**config.mk**
```make
export PLATFORM = sky130hd
export DESIGN_NAME = rr_ring_arbiter
export DESIGN_NICKNAME = d
export VERILOG_FILES = /design/src/rtl/rr_ring_arbiter.sv
export SDC_FILE = /design/constraint.sdc
export NUM_CORES = 1
export LEC_CHECK = 0
export BUFFER_PORTS_ARGS = -buffer_cell sky130_fd_sc_hd__buf_2
export CAP_MARGIN = 20
export CORE_MARGIN = 2
export CORE_UTILIZATION = 51
export CTS_BUF_LIST = sky130_fd_sc_hd__clkbuf_16
export DETAILED_ROUTE_END_ITERATION = 6
export PLACE_DENSITY_LB_ADDON = 0.2
export SLEW_MARGIN = 20
export SYNTH_ARGS = -nofsm -noshare
export SYNTH_HDL_FRONTEND = slang
export SYNTH_SLANG_ARGS = --single-unit
```
**constraint.sdc**
```tcl
create_clock -name clk -period 3 [get_ports clk]
set_input_delay 0 -clock clk [delete_from_list [all_inputs] [get_ports clk]]
set_output_delay 0 -clock clk [all_outputs]
set_load 0.005 [all_outputs]
```
**src/rtl/rr_ring_arbiter.sv**
```systemverilog
// Round-robin arbiter with a rotating one-hot priority token, a registered
// one-hot grant and a per-grant hold-time limit that preempts long holders.
module rr_ring_arbiter #(
   parameter int WIDTH    = 4,
   parameter int MAX_HOLD = 8,
   parameter int IDX_W    = $clog2(WIDTH)
) (
   input  logic             clk,
   input  logic             rst,
   input  logic [WIDTH-1:0] req,
   input  logic [WIDTH-1:0] done,
   output logic [WIDTH-1:0] grant,
   output logic             grant_valid,
   output logic [IDX_W-1:0] grant_idx,
   output logic [WIDTH-1:0] token,
   output logic             preempt
);

   localparam int HOLD_W = (MAX_HOLD > 2) ? $clog2(MAX_HOLD) : 1;

   typedef enum logic {IDLE, GRANT} state_t;

   state_t            state_q, state_d;
   logic [WIDTH-1:0]  grant_q, grant_d;
   logic [IDX_W-1:0]  idx_q, idx_d;
   logic [WIDTH-1:0]  token_q, token_d;
   logic [HOLD_W-1:0] hold_q, hold_d;
   logic              preempt_q, preempt_d;

   // Handshake: a requester holds req high until it is granted and served;
   // the grantee ends its grant with done or by dropping req, otherwise the
   // arbiter takes the grant back after MAX_HOLD cycles.
   logic [WIDTH-1:0] upper_req, upper_pick, any_pick, pick;
   logic [IDX_W-1:0] pick_idx;
   logic             own_done, own_req, timeout;

   // Requests at or above the token bit win first; otherwise wrap to bit 0.
   always_comb begin
      upper_req  = req & ~(token_q - WIDTH'(1));
      upper_pick = upper_req & (~upper_req + WIDTH'(1));
      any_pick   = req & (~req + WIDTH'(1));
      pick       = (upper_req != '0) ? upper_pick : any_pick;
      pick_idx   = '0;
      for (int i = 0; i < WIDTH; i++) begin
         if (pick[i]) pick_idx = IDX_W'(i);
      end
   end

   assign own_done = |(done & grant_q);
   assign own_req  = |(req & grant_q);
   assign timeout  = (hold_q == HOLD_W'(MAX_HOLD - 1));

   always_comb begin
      state_d   = state_q;
      grant_d   = grant_q;
      idx_d     = idx_q;
      token_d   = token_q;
      hold_d    = hold_q;
      preempt_d = 1'b0;
      case (state_q)
         IDLE: begin
            if (req != '0) begin
               grant_d = pick;
               idx_d   = pick_idx;
               hold_d  = '0;
               state_d = GRANT;
            end
         end
         GRANT: begin
            if (own_done || !own_req || timeout) begin
               grant_d   = '0;
               token_d   = {grant_q[WIDTH-2:0], grant_q[WIDTH-1]};
               preempt_d = timeout && !own_done && own_req;
               state_d   = IDLE;
            end else begin
               hold_d = hold_q + HOLD_W'(1);
            end
         end
         default: state_d = IDLE;
      endcase
   end

   always_ff @(posedge clk or negedge rst) begin
      if (!rst) begin
         state_q   <= IDLE;
         grant_q   <= '0;
         idx_q     <= '0;
         token_q   <= WIDTH'(1);
         hold_q    <= '0;
         preempt_q <= 1'b0;
      end else begin
         state_q   <= state_d;
         grant_q   <= grant_d;
         idx_q     <= idx_d;
         token_q   <= token_d;
         hold_q    <= hold_d;
         preempt_q <= preempt_d;
      end
   end

   assign grant       = grant_q;
   assign grant_valid = |grant_q;
   assign grant_idx   = idx_q;
   assign token       = token_q;
   assign preempt     = preempt_q;

endmodule

```
==> results by group <==
Clock tree
  – CTS Root Cell: clkbuf_16
  – Clock slew at reported path FFs: roughly 0.05 ns
  – H-tree depth: 1
  – Clock sink count: 15
  – Clk_lat worst skew: ~0.25 ns
  – TritonCTS Buffers: 3
  – Post CTS Setup Buffer Count: 0
  – Max clock buf depth: 2
  – CTS tree: done

Critical path
  – Crit-path max cell delay: about 0.60 ns
  – Worst setup EP type: register
  – Req. time, crit path: 3.16 ns
  – Critical path type: register to register
  – Worst path buffer plus inverter count: 1
  – Setup crit start kind: register
  – Crit path max fanout: 9
  – CP top delay family: flip-flops
  – Crit-path slowest cell: dfstp_2
  – Worst path cell trace: inv_1, ha_1, xnor2_1, a222oi_1, or4b_1, o211ai_1
  – Worst EP arrival: approximately 2.2 ns

Cells and area
  – Fin nets: between 100 and 150
  – Number of antenna diodes: 0
  – Synth-to-layout area growth: 25.7%
  – Share of cells above drive strength 1: a little under a third

Synth
  – Number of synthesized register bits: 15
  – Syn nets: 93
  – Cell variety after synth: 31
  – Register area share after synthesis: a little under half
  – Mapped Area: approximately 800 um^2
  – Gate Count Post-Synth: 80
  – EDFF count, synth: 0
  – Post-synth ARST share: between 90% and 100%
  – Yosys warns: 0
  – Synth cell count leaders: dfrtp_1 (14), nand2_1 (12), inv_1 (8), a21oi_1 (4), mux2_2 (4)
  – Area share of the largest cell type after synthesis: between 40% and 50%
  – Area contributors post-synth: dfrtp_1 (44%), mux2_2 (5.6%), nand2_1 (5.6%)
  – Count leader, synth: dfrtp_1
  – Largest area contributor in the netlist: dfrtp_1
  – Avg Cell Area, Syn: between 10 and 15 um^2
  – Prevailing post-synth register cell: dfrtp_1

Timing
  – Final setup viols: 0
  – Final min period: approximately 2.1 ns
  – TNS Setup: 0 ns
  – Final-report hold violation count: 0
  – Tightest slew margin relative to the limit: roughly three fifths
  – Post-route clock period utilization: 69.2%
  – Slew of the pin with the lowest slew margin: ~0.59 ns
  – Max Freq: between 0.4 and 0.5 GHz
  – Clock Skews: roughly 0.0037 ns
  – RSZ-0062 raised after global routing: false
  – Final number of max-transition violations: 0

Detailed routing
  – DR vias: approximately 730
  – Initial DRT Pass Iterations: 4
  – Post-DR wirelength/cell: 14.7 um
  – DRC: 0
  – Drt total wl: between 1500 and 2000 um
  – Via/cell ratio: 6.11
  – DR iter-0 viols: 15
  – Post-route ant nets: 0

Floorplan
  – Die width: 43.7 um
  – Io pins: 22
  – Starting Density: roughly 54%
  – DIE HEIGHT: between 40 and 50 um
  – Core area: between 1000 and 1500 um^2
  – Row Count: 14
  – Die area: between 1500 and 2000 um^2

Place
  – Global placer's final weighted congestion: 0.920
  – DP HPWL: ~1300 um
  – Count of input and output buffers: 21

Pwr
  – VDD IR max: ~0.69 mV
  – Total power: 1090 uW
  – P_leak: roughly 0.00050 uW
  – PD cells: between 1000 and 1500 nW/um^2

Global route
  – Overflow after GRT: 0
  – Initial antenna violation count: 0
  – GRT Util Overall: 21.7%
  – Vias in the first global route: 641
  – Largest net degree at the start of global routing: 16
  – First-pass GRT wire length: 2940 um

Run
  – Max-cap violations: 0

Hold path
  – Hold crit path type: primary input to register

Run status
  – Status: completed
-- report_power, final --
part / switching [uW] / leakage, uW / internal, uW / total [uW]
registers: 90.0 / 0.000195 / 283 / 373
logic: 235 / 0.000266 / 226 / 460
clock network: 79.0 / 0.0000409 / 178 / 257
-- area by class of cell --
cell class / instances / area [um^2]
fill: 114 / 480
sequential: 15 / 377
clock inverter: 1 / 5.00
clock buffer: 3 / 75.1
timing repair buffer: 22 / 115
inverter: 8 / 30.0
tap: 16 / 20.0
multi-input combinational: 55 / 387
-- timing repair --
action / CTS / global route
endpoints found under the hold margin: 15 / 0
gates resized for setup: 0 / 0
hold buffers: 1 / 0
-- state kept, by name, indices dropped and copies added, names as in the netlist --
name,count
hold_q,3
state_q,1
grant_idx,2
token,4
preempt,1
grant,4
-- stage by stage --
| step | hold slack (ns) | util [%] | setup WS, ns | std cells | area [um^2] |
|---|---|---|---|---|---|
| after global routing | 0.141 | 67.7 | 0.771 | 120 | 1010 |
| after detailed placement | -0.0797 | 61.7 | 0.934 | 115 | 918 |
| final | 0.110 | 67.7 | 0.925 | 120 | 1010 |
| after CTS | 0.0945 | 67.7 | 0.924 | 120 | 1010 |
| after global placement | -0.0812 | 61.7 | 0.989 | 115 | 918 |
| after floorplan | -0.296 | - | 1.06 | 80 | 802 |
-- path summary, 6_finish.rpt --
check	start	endpoint	slack [ns]	cells after the start
min	req[0]	grant[0]	0.11	3
min reg2reg	grant_idx[1]	grant_idx[1]	0.50	2
max reg2reg	token[0]	grant_idx[0]	0.92	6
max	token[0]	grant_idx[0]	0.92	6
min in group asynchronous	rst	grant[1]	0.19	2
max in group asynchronous	rst	token[0]	2.51	2
-- routing by layer --
layer	vias up	wire, um	global-route usage (%)
li1	345	-	-
met3	9	155	4.58
met5	-	0	0
met1	344	772	31.1
met4	0	60	13.9
met2	35	778	29.7
-- worst min-delay path, cell delays in order --
cell and delay (ns):
buf_2 0.14, inv_1 0.08, o32ai_1 0.09
-- cell families after synthesis --
family,share of synthesized area (%)
AND/OR/NAND/NOR,14.5
buffers and inverters,4.84
adder cells (fa/ha/maj),4.68
multiplexers,9.36
flip-flops,47.0
AO/OA/AOI/OAI,18.6
XOR/XNOR,1.09
-- layout by cell type (no fill, tap or decap), types with 3 or more instances in the layout --
cell and instances:
a21oi_1 4, buf_2 21, clkbuf_16 3, dfrtp_1 14
ha_1 3, inv_1 8, mux2_2 4, mux2i_1 3
nand2_1 12, nor3_1 3
Note: power is estimated with default switching activity, not from simulation.
